File: src/rtl/vend_pkg.sv
// Shared definitions for the multi-product vending controller: coin codes,
// FSM state encodings and the coin code -> nickel value helper.
package vend_pkg;

   localparam logic [2:0] COIN_NONE        = 3'd0;
   localparam logic [2:0] COIN_NICKEL      = 3'd1;
   localparam logic [2:0] COIN_DIME        = 3'd2;
   localparam logic [2:0] COIN_NICKEL_DIME = 3'd3;
   localparam logic [2:0] COIN_DIME_DIME   = 3'd4;
   localparam logic [2:0] COIN_QUARTER     = 3'd5;

   typedef enum logic [1:0] {
      ST_IDLE   = 2'd0,
      ST_CREDIT = 2'd1,
      ST_VEND   = 2'd2,
      ST_CHANGE = 2'd3
   } state_t;

   // Returns {legal, value[2:0]}; value is in nickels. "No coin" is not legal.
   function automatic logic [3:0] coin_value(input logic [2:0] code);
      case (code)
         COIN_NICKEL:      return {1'b1, 3'd1};
         COIN_DIME:        return {1'b1, 3'd2};
         COIN_NICKEL_DIME: return {1'b1, 3'd3};
         COIN_DIME_DIME:   return {1'b1, 3'd4};
         COIN_QUARTER:     return {1'b1, 3'd5};
         default:          return 4'b0000;
      endcase
   endfunction

endpackage

File: src/rtl/vend_coin_decode.sv
// Combinational coin decoder, shared with the coin acceptor front end.
module vend_coin_decode
   import vend_pkg::*;
(
   input  logic [2:0] coin,
   output logic       legal,
   output logic [2:0] value
);

   // Split the packed {legal, value} result into its two fields.
   always_comb begin
      {legal, value} = coin_value(coin);
   end

endmodule

File: src/rtl/vend_multi_ctrl.sv
// Multi-product vending controller.
//
// state  | meaning
// IDLE   | no credit held, waiting for a coin
// CREDIT | credit held, accepting coins, selection or cancel
// VEND   | one-cycle dispense pulse, change amount already latched
// CHANGE | presenting change_amt to the hopper until change_ready
module vend_multi_ctrl
   import vend_pkg::*;
#(
   parameter int NUM_PRODUCTS = 4,
   parameter int CREDIT_W     = 6,
   parameter logic [NUM_PRODUCTS*CREDIT_W-1:0] PRICES = {6'd7, 6'd3, 6'd4, 6'd5},
   parameter int MAX_CREDIT   = 20,
   localparam int SEL_W = (NUM_PRODUCTS > 1) ? $clog2(NUM_PRODUCTS) : 1
)
(
   input  logic                clock,
   input  logic                reset,
   input  logic [2:0]          coin,
   input  logic                sel_valid,
   input  logic [SEL_W-1:0]    sel,
   input  logic                cancel,
   input  logic                change_ready,
   output logic                vend,
   output logic [SEL_W-1:0]    vend_id,
   output logic                change_valid,
   output logic [CREDIT_W-1:0] change_amt,
   output logic                coin_reject,
   output logic                sel_err,
   output logic [CREDIT_W-1:0] credit,
   output logic [1:0]          state
);

   localparam logic [CREDIT_W:0] MAX_C = (CREDIT_W+1)'(MAX_CREDIT);
   localparam logic [SEL_W:0]    NUM_P = (SEL_W+1)'(NUM_PRODUCTS);

   state_t              state_q;
   logic                coin_legal;
   logic [2:0]          coin_val;
   logic [CREDIT_W:0]   credit_sum;
   logic                coin_ok;
   logic                coin_present;
   logic [CREDIT_W-1:0] price_sel;
   logic                sel_ok;

   assign state = state_q;

   vend_coin_decode u_coin_decode (
      .coin  (coin),
      .legal (coin_legal),
      .value (coin_val)
   );

   // Price lookup for the requested product; out-of-range selections read 0
   // but are refused by the range check below.
   always_comb begin
      price_sel = '0;
      for (int i = 0; i < NUM_PRODUCTS; i++) begin
         if (sel == SEL_W'(i)) price_sel = PRICES[i*CREDIT_W +: CREDIT_W];
      end
   end

   // Ceiling check one bit wider than credit so the sum cannot wrap.
   always_comb begin
      coin_present = (coin != COIN_NONE);
      credit_sum   = {1'b0, credit} + (CREDIT_W+1)'(coin_val);
      coin_ok      = coin_legal && (credit_sum <= MAX_C);
      sel_ok       = ({1'b0, sel} < NUM_P) && (credit >= price_sel);
   end

   // Controller FSM with all outputs registered.
   always_ff @(posedge clock) begin
      vend        <= 1'b0;
      coin_reject <= 1'b0;
      sel_err     <= 1'b0;
      if (reset) begin
         state_q      <= ST_IDLE;
         credit       <= '0;
         vend_id      <= '0;
         change_valid <= 1'b0;
         change_amt   <= '0;
      end else begin
         case (state_q)
            ST_IDLE, ST_CREDIT: begin
               if (cancel) begin
                  coin_reject <= coin_present;
                  if (state_q == ST_CREDIT) begin
                     change_amt   <= credit;
                     change_valid <= 1'b1;
                     credit       <= '0;
                     state_q      <= ST_CHANGE;
                  end
               end else if (sel_valid) begin
                  coin_reject <= coin_present;
                  if (state_q == ST_IDLE || !sel_ok) begin
                     sel_err <= 1'b1;
                  end else begin
                     vend       <= 1'b1;
                     vend_id    <= sel;
                     change_amt <= credit - price_sel;
                     credit     <= '0;
                     state_q    <= ST_VEND;
                  end
               end else if (coin_present) begin
                  if (coin_ok) begin
                     credit  <= credit_sum[CREDIT_W-1:0];
                     state_q <= ST_CREDIT;
                  end else begin
                     coin_reject <= 1'b1;
                  end
               end
            end
            ST_VEND: begin
               coin_reject <= coin_present;
               if (change_amt == '0) begin
                  state_q <= ST_IDLE;
               end else begin
                  change_valid <= 1'b1;
                  state_q      <= ST_CHANGE;
               end
            end
            ST_CHANGE: begin
               coin_reject <= coin_present;
               if (change_ready) begin
                  change_valid <= 1'b0;
                  change_amt   <= '0;
                  state_q      <= ST_IDLE;
               end
            end
            default: state_q <= ST_IDLE;
         endcase
      end
   end

endmodule

File: config.mk
export PLATFORM = sky130hd
export DESIGN_NAME = vend_multi_ctrl
export DESIGN_NICKNAME = d
export VERILOG_FILES = /design/src/rtl/vend_pkg.sv /design/src/rtl/vend_coin_decode.sv /design/src/rtl/vend_multi_ctrl.sv
export SDC_FILE = /design/constraint.sdc
export NUM_CORES = 1
export LEC_CHECK = 0
export ABC_AREA = 1
export BUFFER_PORTS_ARGS = -buffer_cell sky130_fd_sc_hd__buf_2
export CORE_ASPECT_RATIO = 2
export CORE_MARGIN = 3
export CORE_UTILIZATION = 50
export DETAILED_ROUTE_END_ITERATION = 6
export GPL_TIMING_DRIVEN = 0
export PLACE_DENSITY = 0.74
export SLEW_MARGIN = 0
export SYNTH_ARGS = -nofsm -noshare
export SYNTH_HDL_FRONTEND = slang
export SYNTH_SLANG_ARGS = --single-unit
File: constraint.sdc
create_clock -name clock -period 2.42 [get_ports clock]
set_input_delay 0 -clock clock [delete_from_list [all_inputs] [get_ports clock]]
set_output_delay 0 -clock clock [all_outputs]
set_load 0.01 [all_outputs]
== Word-level counts from Yosys, hierarchy flattened ==
Cells that the tools add are included.

* $add $sub $neg: 2
* Magnitude comparators: 2
* Equal/unequal tests: 23
* Multiplexer cells: 38
* Bitwise logic cells: 4
* Reductions and logical operators: 18

{| class="wikitable"
|+ Operator list
! cell !! number
|-
| two-way mux 6 bit || 13
|-
| case mux 4 bit (5 select lines) || 1
|-
| two-way mux 2 bit || 8
|-
| AND reduction 5 bit || 3
|-
| inequality test 3 bit (second input constant) || 4
|-
| inequality test 4 bit (second input constant) || 3
|-
| case mux 6 bit (2 select lines) || 1
|-
| two-way mux 1 bit || 10
|-
| nonzero test 3 bit || 3
|-
| == test 2 bit (second input constant) || 4
|-
| inequality test 2 bit (second input constant) || 4
|-
| AND reduction 4 bit || 2
|-
| adder 6 x 3 -> 7 bit || 1
|-
| <= comparator 7 x 5 -> 1 bit (second input constant) || 1
|-
| == test 3 x 2 -> 1 bit (second input constant) || 2
|-
| == test 3 bit (second input constant) || 2
|-
| >= comparator 6 bit || 1
|-
| logical NOT 6 bit || 1
|-
| two-way mux 3 bit || 2
|-
| case mux 2 bit (3 select lines) || 1
|-
| subtractor 6 bit || 1
|-
| == test 2 x 1 -> 1 bit (second input constant) || 2
|-
| logical NOT 2 bit || 2
|-
| NOT 1 bit || 4
|-
| other kinds (10) || 11
|}

* Flip-flop bits (word level): 20
* Bits of input ports: 10
* Output and inout bits: 20

== Depth between registers and ports, before layout ==
Gate-level depths: netlist of the first run.

* Depth in word-level cells: 12
* Gate-level depth with buffers: 18
* Gate-level depth less buffers: 18

== Cells and area by module ==
A second synthesis of the first run with hierarchy kept.

* Cells, all modules: 217
* Area total of the unflattened synthesis: 1411.4 um^2

{| class="wikitable"
|+ By module, submodules not included
! module !! instances !! cells an instance !! area each (um^2) !! sequential area each (um^2)
|-
| vend_multi_ctrl || 1 || 207 || 1365.1 || 400.4
|-
| vend_coin_decode || 1 || 10 || 46.3 || 0.0
|}

== Least setup slack after synthesis of the first run ==
OpenSTA, ideal clock, no wires.

* Kind: register to register
* From: register credit[0]
* To: register credit[1]
* Arrival: 1.894 ns
* Required time: 2.305 ns
* Setup slack: 0.411 ns
* Cell stages (with the launch flop): 13
* Buffers on the path: 1
* Cell sequence: dfxtp_1 ha_1 fa_1 or2_2 nand2_1 nand3_1 nand2_1 nand2_2 nand2_2 buf_6 nand3_1 nand2_1 nor2_1

* Cells in the longest elaborated chain, start to end: 5
* Elaborated cells on any way between the ends: 13

{| class="wikitable"
|+ RTL lines
! what !! line !! RTL
|-
| start: declaration || vend_multi_ctrl.sv:31 || <nowiki>output logic [CREDIT_W-1:0] credit,</nowiki>
|-
| start signal: assignment || vend_multi_ctrl.sv:107 || <nowiki>credit <= credit_sum[CREDIT_W-1:0];</nowiki>
|-
| adder 6 x 3 -> 7 bit / >= comparator 6 bit (equally long branches) || vend_multi_ctrl.sv:67, vend_multi_ctrl.sv:69 ||
|-
| <= comparator 7 x 5 -> 1 bit (tied with other cells) || vend_multi_ctrl.sv:68 || <nowiki>coin_ok = coin_legal && (credit_sum <= MAX_C);</nowiki>
|-
| logical AND 1 bit (tied with other cells) || vend_multi_ctrl.sv:68 ||
|-
| nonzero test 3 bit (no line) (tied with other cells) || n/a ||
|-
| AND reduction 5 bit (no line) / two-way mux 6 bit (equally long branches) || n/a ||
|}

Parallel ways exist; a longest one is shown, timed or not. The select of a mux whose other input is x is not followed.
A chain may end at the register's enable or synchronous reset.

== Final worst setup path of the first run ==
Same ends and word-level chain as after synthesis.

==> results of run 1 <==
[worst min-delay path: stages]
cell and delay, ns:
buf_2 0.11, o31ai_1 0.11, inv_1 0.05
[worst min-delay path by stage]
stage               startpoint          end  cells past startpoint
finish               sel_valid  coin_reject                      3
global route         sel_valid  coin_reject                      3
CTS                  sel_valid  coin_reject                      3
detailed placement   sel_valid  coin_reject                      3
global placement     sel_valid  coin_reject                      3
floorplan            sel_valid  coin_reject                      2
[final cells by class]
class | instances | area [sq um] | area share
tap | 28 | 35.0 | 0.0213
clock buffer | 3 | 41.3 | 0.0251
clock inverter | 1 | 30.0 | 0.0183
buffer | 6 | 38.8 | 0.0236
inverter | 32 | 120 | 0.0731
sequential | 20 | 400 | 0.244
timing repair buffer | 28 | 140 | 0.0852
multi-input combinational | 163 | 838 | 0.510
[cells in the final DEF, fill, tap and decap left out, types with 2 or more instances in the layout]
cell type | netlist | final
a21oi_1 | 20 | 20
buf_2 | 1 | 29
buf_4 | 2 | 2
clkbuf_1 | 2 | 2
clkbuf_8 | 0 | 3
clkinv_1 | 2 | 2
dfxtp_1 | 20 | 20
fa_1 | 2 | 2
ha_1 | 6 | 6
inv_1 | 28 | 28
inv_2 | 2 | 2
nand2_1 | 51 | 51
nand2_2 | 4 | 4
nand3_1 | 20 | 20
nand4_1 | 2 | 2
nor2_1 | 33 | 33
nor2_2 | 2 | 2
nor3_1 | 2 | 2
o2111ai_1 | 2 | 2
o21ai_0 | 10 | 10
xor2_1 | 2 | 2
[state kept, by name, indices dropped and copies added (netlist names)]
| register | count |
|---|---|
| change_valid | 1 |
| credit | 6 |
| coin_reject | 1 |
| state | 2 |
| vend | 1 |
| change_amt | 6 |
| sel_err | 1 |
| vend_id | 2 |
[cells by family after synthesis]
kind of cell / after synthesis / share of synthesized area
buffers and inverters: 38 / 0.114
AO/OA/AOI/OAI: 37 / 0.153
adder cells (fa/ha/maj): 8 / 0.0824
XOR/XNOR: 2 / 0.0125
AND/OR/NAND/NOR: 116 / 0.352
flip-flops: 20 / 0.286
[per-stage QoR]
step,utilization,hold WS (ns),power (uW)
finish,0.632,0.0310,1240
global route,0.632,0.0381,1330
CTS,0.632,0.0234,1250
detailed placement,0.604,0.294,908
global placement,0.604,0.293,904
floorplan,-,0.117,772
[per-layer routing]
metal	vias to the layer above	share of wire
li1	774	-
met1	652	0.36
met2	30	0.57
met3	16	0.022
met4	0	0.049
met5	-	0
[power by group]
group          leakage (uW)  total, uW  switching, uW  internal [uW]
sequential         0.000164        423           49.5            373
clock             0.0000357        339            118            221
combinational      0.000663        476            289            187
==> flow_metrics.env, run 1 <==
export IMPL_yosysWarnings=0
export IMPL_syn_area_sq_um=1400
export IMPL_instances_no_fill=281
export IMPL_ys_ff_latch=20
export IMPL_die_w_um=43.4
export IMPL_worstPathCellList="ha_1, fa_1, or2_2, nand2_1, nand3_1, nand2_1, nand2_2, nand2_2, buf_6, nand3_1, nand2_1, nor2_1"
export IMPL_period_share=0.900
export IMPL_drt_iter0_drc=19
export IMPL_grtUsageMet3=0.0222
export IMPL_cp_end_kind="flop"
export IMPL_min_period_ns=2.18
export IMPL_drv_slew=0
export IMPL_dr_pass1_iters=4
export IMPL_crit_arrival_ns=2.34
export IMPL_finalSetupViolCount=0
export IMPL_detailed_place_hpwl_um=2830
export IMPL_grt_pass1_vias=1445
export IMPL_routedWlPerCell_um=12.2
export IMPL_relSlewSlack=0.638
export IMPL_synth_common_cells="nand2_1, nor2_1, inv_1"
export IMPL_drive_gt1_frac=0.194
export IMPL_synth_area_leaders="dfxtp_1, nand2_1, nor2_1"
export IMPL_num_rows=26
export IMPL_dpl_cell_count=277
export IMPL_die_area_sq_um=3500
export IMPL_num_antenna_cells=0
export IMPL_crit_cells=12
export IMPL_required_ns=2.58
export IMPL_ir_drop_uv=378
export IMPL_cts_buffer_depth=2
export IMPL_crit_type="reg -> reg"
export IMPL_grt_max_degree=13
export IMPL_tightest_slew_ns=0.541
export IMPL_worst_clock_skew_ns=0.00635
export IMPL_num_vias=1472
export IMPL_dpl_worst_slack_ns=0.269
export IMPL_post_cts_resized=0
export IMPL_synth_area_per_cell_sq_um=6.32
export IMPL_fillers=279
export IMPL_ant_nets=0
export IMPL_drc=0
export IMPL_crit_fanout=10
export IMPL_r2r_slack_ns=0.24
export IMPL_p_per_area_nw_per_um2=753
export IMPL_r2r_start="credit[0]"
export IMPL_synth_seq_area_share=0.286
export IMPL_postCtsHoldBufs=0
export IMPL_yosysTopAreaCell="dfxtp_1"
export IMPL_status="complete, no violations"
export IMPL_fmax_ghz=0.459
export IMPL_use_met2=0.418
export IMPL_yosysTopAreaCellShare=0.286
export IMPL_core_area_sq_um=2600
export IMPL_fin_nets=272
export IMPL_cellLeakagePower_uw=0.000863
export IMPL_busiest_layer="met2"
export IMPL_critPathCapture="credit[1]"
export IMPL_post_cts_buffers=0
export IMPL_synth_cells=221
export IMPL_track_usage=0.215
export IMPL_startpoint="credit[0]"
export IMPL_viasPerCell=5.24
export IMPL_syn_nets=239
export IMPL_clkTransAtPathRegs_ns=0.08
export IMPL_grt_first_pass_wirelength_um=5750
export IMPL_cpLargestDelayFamily="simple AND/OR/NAND/NOR gates"
export IMPL_syn2layout_area_growth_pct=17.6
export IMPL_hp_class="in -> reg"
export IMPL_setup_ws_ns=0.241
export IMPL_cts_root_buffer="clkbuf_8"
export IMPL_final_setup_tns_ns=0
export IMPL_antenna_found_initial=0
export IMPL_cts_buffers=3
export IMPL_htreeDepth=1
export IMPL_synth_edf_count=0
export IMPL_synth_flop_cell="dfxtp_1"
export IMPL_portBuffers=28
export IMPL_ys_async_sr_fraction=0
export IMPL_r2r_end="credit[1]"
export IMPL_clock_latency_ns=0.26
export IMPL_cp_slowest_cell="fa_1"
export IMPL_rsz0062_at_grt="false"
export IMPL_r2r_cells=12
export IMPL_gr_total_overflow=0
export IMPL_hold_violations=0
export IMPL_use_met1=0.198
export IMPL_crit_buf_inv=1
export IMPL_yosysMostFrequentCell="nand2_1"
export IMPL_ys_types=28
export IMPL_gp_congestion=0.898
export IMPL_drv_cap=0
export IMPL_cts_sinks=20
export IMPL_cp_start_kind="flop"
export IMPL_wl_um=3440
export IMPL_fp_dieH_um=80.8
export IMPL_start_util=0.537
export IMPL_cts_tree="yes"
export IMPL_place_area_sq_um=1570
export IMPL_cpPeakStageDelay_ns=0.44
export IMPL_crit_path_frequent_cell="nand2_1"
export IMPL_io_pins=30
export IMPL_final_area_sq_um=1640
Note: power is estimated with default switching activity, not from simulation.
==> run 2, diff against run 1 <==
- BUFFER_PORTS_ARGS: -buffer_cell sky130_fd_sc_hd__buf_2 -> -buffer_cell sky130_fd_sc_hd__clkbuf_2
==> flow_metrics.env, run 2 (synthesis gave the netlist of run 1 again) <==
export IMPL_status="complete, no violations"
export IMPL_r2r_cells=12
export IMPL_syn2layout_area_growth_pct=16.5
export IMPL_largestRegisters="change_amt (6), credit (6)"
export IMPL_fin_nets=272
export IMPL_hold_end="coin_reject"
export IMPL_relSlewSlack=0.619
export IMPL_cts_sinks=20
export IMPL_rsz0062_at_grt="false"
export IMPL_cts_tree="yes"
export IMPL_portBuffers=28
export IMPL_clkTransAtPathRegs_ns=0.08
export IMPL_ant_nets=0
export IMPL_r2r_slack_ns=0.23
export IMPL_cts_root_buffer="clkbuf_8"
export IMPL_min_period_ns=2.19
export IMPL_cts_buffer_depth=2
export IMPL_r2r_end="credit[3]"
export IMPL_grt_first_pass_wirelength_um=5960
export IMPL_fin_util=0.625
export IMPL_num_vias=1488
export IMPL_whs_path_depth=3
export IMPL_worstPathCellList="ha_1, fa_1, or2_2, nand2_1, nand3_1, nand2_1, nand2_2, nand2_2, buf_6, nand3_1, nand2_1, nor2_1"
export IMPL_holdWs_ns=0.0454
export IMPL_final_setup_tns_ns=0
export IMPL_dr_pass1_iters=4
export IMPL_period_share=0.903
export IMPL_io_pins=30
export IMPL_hp_class="in -> reg"
export IMPL_post_cts_buffers=0
export IMPL_antenna_found_initial=0
export IMPL_post_cts_resized=0
export IMPL_min_from="sel_valid"
export IMPL_seqPwrFrac=0.368
export IMPL_drc=0
export IMPL_gr_total_overflow=0
export IMPL_p_per_area_nw_per_um2=709
export IMPL_crit_path_frequent_cell="nand2_1"
export IMPL_mostFrequentLayoutCells="nand2_1, nor2_1, inv_1, clkbuf_2"
export IMPL_finalSetupViolCount=0
export IMPL_required_ns=2.56
export IMPL_switching_share=0.390
export IMPL_drv_slew=0
export IMPL_grt_max_degree=12
export IMPL_detailed_place_hpwl_um=2880
export IMPL_drt_iter0_drc=50
export IMPL_gp_congestion=0.899
export IMPL_cellInternalPower_uw=705
export IMPL_cpPeakStageDelay_ns=0.44
export IMPL_r2r_start="credit[0]"
export IMPL_wl_um=3510
export IMPL_grt_pass1_vias=1431
export IMPL_hold_violations=0
export IMPL_tightest_slew_ns=0.569
export IMPL_worst_clock_skew_ns=0.00814
export IMPL_switchingPower_uw=450
export IMPL_track_usage=0.219
export IMPL_drive_gt1_frac=0.194
export IMPL_cp_slowest_cell="fa_1"
export IMPL_pwr_share_comb=0.416
export IMPL_cellLeakagePower_uw=0.000844
export IMPL_num_antenna_cells=0
export IMPL_final_common_cell="nand2_1"
export IMPL_crit_type="reg -> reg"
export IMPL_pwr_share_clk=0.216
export IMPL_die_w_um=43.4
export IMPL_fillers=284
export IMPL_cp_start_kind="flop"
export IMPL_drv_cap=0
export IMPL_start_util=0.537
export IMPL_crit_arrival_ns=2.33
export IMPL_cts_buffers=3
export IMPL_postCtsHoldBufs=0
export IMPL_viasPerCell=5.30
export IMPL_clock_latency_ns=0.25
export IMPL_fmax_ghz=0.457
export IMPL_die_area_sq_um=3500
export IMPL_ir_drop_uv=347
export IMPL_fp_dieH_um=80.8
export IMPL_crit_fanout=10
export IMPL_core_area_sq_um=2600
export IMPL_routedWlPerCell_um=12.5
export IMPL_num_rows=26
export IMPL_cp_end_kind="flop"
export IMPL_htreeDepth=1
==> run 2: per-layer routing <==
metal  share of wire  global-route usage
met5               0                   0
met4           0.038               0.109
met3           0.032              0.0244
met2            0.59               0.430
met1            0.34               0.213
==> run 2: power groups by stage <==
stage | sequential, uW | clock [uW] | combinational, uW
after floorplan | 441 | 0 | 332
after global placement | 432 | 0 | 473
after detailed placement | 432 | 0 | 480
after CTS | 425 | 255 | 483
after global routing | 431 | 273 | 553
final | 425 | 249 | 480
==> run 2: worst max path at each step <==
stage	endpoint	from
final	credit[3]	credit[0]
after global routing	credit[3]	credit[0]
after CTS	credit[3]	credit[0]
after detailed placement	credit[3]	credit[0]
after global placement	credit[3]	credit[0]
after floorplan	credit[1]	credit[0]
==> run 2: cell type report <==
cell class	instances	area [sq um]	share of cell area
buffer	6	38.8	0.0238
clock buffer	4	55.1	0.0338
inverter	32	120	0.0738
multi-input combinational	163	838	0.515
sequential	20	400	0.246
tap	28	35.0	0.0215
timing repair buffer	28	140	0.0861
==> run 2: worst max-delay path, delay by kind of cell, from the launching register on <==
family	cells	cell delay [ns]
simple gates	9	0.83
flops	1	0.42
fa+ha+maj	2	0.69
buf+inv	1	0.14
==> run 2: metrics by stage <==
stage	std cells	cell area (sq um)	setup slack (ns)	total power (uW)
2_1_floorplan	221	1400	0.411	772
3_3_place_gp	277	1570	0.274	905
3_5_place_dp	277	1570	0.267	912
4_1_cts	281	1630	0.238	1160
5_1_grt	281	1630	0.0615	1260
6_report	281	1630	0.234	1150
==> run 3, diff against run 2 <==
- CELL_PAD_IN_SITES_DETAIL_PLACEMENT: not set -> 1
- CELL_PAD_IN_SITES_GLOBAL_PLACEMENT: not set -> 2
- CORE_UTILIZATION: 50 -> 28
- MAX_ROUTING_LAYER: not set -> met4
- PLACE_DENSITY: 0.74 -> not set
- PLACE_DENSITY_LB_ADDON: not set -> 0.1
==> flow_metrics.env, run 3 (synthesis gave the netlist of run 1 again) <==
export IMPL_viasPerCell=4.92
export IMPL_dpl_cell_count=304
export IMPL_detailed_place_hpwl_um=3630
export IMPL_place_area_sq_um=1610
export IMPL_relSlewSlack=0.621
export IMPL_cts_root_buffer="clkbuf_8"
export IMPL_clkTransAtPathRegs_ns=0.08
export IMPL_fp_dieH_um=106
export IMPL_gr_total_overflow=0
export IMPL_p_per_area_nw_per_um2=717
export IMPL_routedWlPerCell_um=14.3
export IMPL_cts_tree="yes"
export IMPL_whs_path_depth=3
export IMPL_portBuffers=28
export IMPL_crit_type="reg -> reg"
export IMPL_cp_end_kind="flop"
export IMPL_final_area_sq_um=1660
export IMPL_mostFrequentLayoutCells="nand2_1, nor2_1, inv_1, clkbuf_2"
export IMPL_htreeDepth=1
export IMPL_ir_drop_uv=268
export IMPL_cts_buffer_depth=2
export IMPL_dr_pass1_iters=4
export IMPL_fin_nets=272
export IMPL_num_rows=35
export IMPL_required_ns=2.59
export IMPL_drt_iter0_drc=41
export IMPL_crit_fanout=10
export IMPL_highest_layer="met4"
export IMPL_power_uw=1190
export IMPL_cpPeakStageDelay_ns=0.41
export IMPL_worst_clock_skew_ns=0.00214
export IMPL_hp_class="in -> reg"
export IMPL_start_util=0.296
export IMPL_syn2layout_area_growth_pct=19.1
export IMPL_core_area_sq_um=4730
export IMPL_r2r_cells=12
export IMPL_final_common_cell="nand2_1"
export IMPL_rsz0062_at_grt="false"
export IMPL_finalSetupViolCount=0
export IMPL_cp_start_kind="flop"
export IMPL_die_area_sq_um=5930
export IMPL_drv_slew=0
export IMPL_cts_buffers=3
export IMPL_largestRegisters="change_amt (6), credit (6)"
export IMPL_postCtsHoldBufs=0
export IMPL_wl_um=4420
export IMPL_instances_no_fill=308
export IMPL_fillers=650
export IMPL_drv_cap=0
export IMPL_worstPathCellList="inv_1, ha_1, fa_1, inv_1, nand2_1, nand3_1, o21bai_2, a22oi_2, buf_4, nand3_1, nand2_1, nor2_1"
export IMPL_period_share=0.921
export IMPL_crit_arrival_ns=2.40
export IMPL_gp_congestion=0.780
export IMPL_grt_pass1_vias=1604
export IMPL_num_antenna_cells=0
export IMPL_ant_nets=0
export IMPL_met2_length_um=2640
export IMPL_wl_met1_um=1560
export IMPL_track_usage=0.164
export IMPL_drive_gt1_frac=0.202
export IMPL_tightest_slew_ns=0.567
export IMPL_grt_first_pass_wirelength_um=7360
export IMPL_num_vias=1516
export IMPL_cts_sinks=20
export IMPL_final_setup_tns_ns=0
export IMPL_cp_slowest_cell="dfxtp_2"
export IMPL_wl_met3_um=120
export IMPL_hold_violations=0
export IMPL_fmax_ghz=0.448
export IMPL_die_w_um=56.0
export IMPL_min_period_ns=2.23
export IMPL_status="complete, no violations"
export IMPL_clock_latency_ns=0.26
export IMPL_antenna_found_initial=0
export IMPL_grt_max_degree=12
export IMPL_drc=0
export IMPL_io_pins=30
export IMPL_cellLeakagePower_uw=0.000845
run 3: final timing paths:
check | start | endpoint | slack (ns)
min | sel_valid | coin_reject | 0.009
max | credit[0] | credit[4] | 0.19
min reg2reg | vend_id[1] | vend_id[1] | 0.45
max reg2reg | credit[0] | credit[4] | 0.19
run 3: timing repair:
| action | in CTS | in global routing |
|---|---|---|
| resized for setup | 0 | 2 |
| setup endpoints to repair | 0 | 8 |
| buffers inserted | 0 | 0 |
run 3: cell type report:
cell class              instances  area (sq um)  area share
repair buffers                 28           140      0.0842
plain buffers                   6          38.8      0.0233
multi-input cells             163           838       0.504
well taps                      55          68.8      0.0414
inverters                      32           120      0.0722
flip-flops and latches         20           403       0.242
clock buffers                   4          55.1      0.0331
run 3: metrics by stage:
step | utilization | hold slack, ns | setup slack, ns
finish | 0.352 | 0.00877 | 0.190
global route | 0.352 | 0.0371 | 0.00439
CTS | 0.351 | 0.0100 | 0.0462
detailed placement | 0.340 | 0.289 | 0.0667
global placement | 0.340 | 0.289 | 0.0564
floorplan | - | 0.117 | 0.411
run 3: where the power goes:
| part | leakage (uW) | internal [uW] | switching, uW |
|---|---|---|---|
| Sequential | 0.000165 | 375 | 53.6 |
| Clock | 0.0000288 | 145 | 124 |
| Combinational | 0.000651 | 189 | 307 |
run 3: critical path, delay by kind of cell (launching register included):
kind / cells / cell delay, ns
AO/OA/AOI/OAI: 2 / 0.30
adder cells (fa/ha/maj): 2 / 0.60
buffers and inverters: 3 / 0.35
flip-flops: 1 / 0.41
AND/OR/NAND/NOR: 5 / 0.45
run 3: per-layer routing:
metal | up-vias | global-route usage
met4 | 0 | 0.0543
met1 | 715 | 0.147
met3 | 9 | 0.0170
li1 | 768 | -
met5 | - | -
met2 | 24 | 0.340
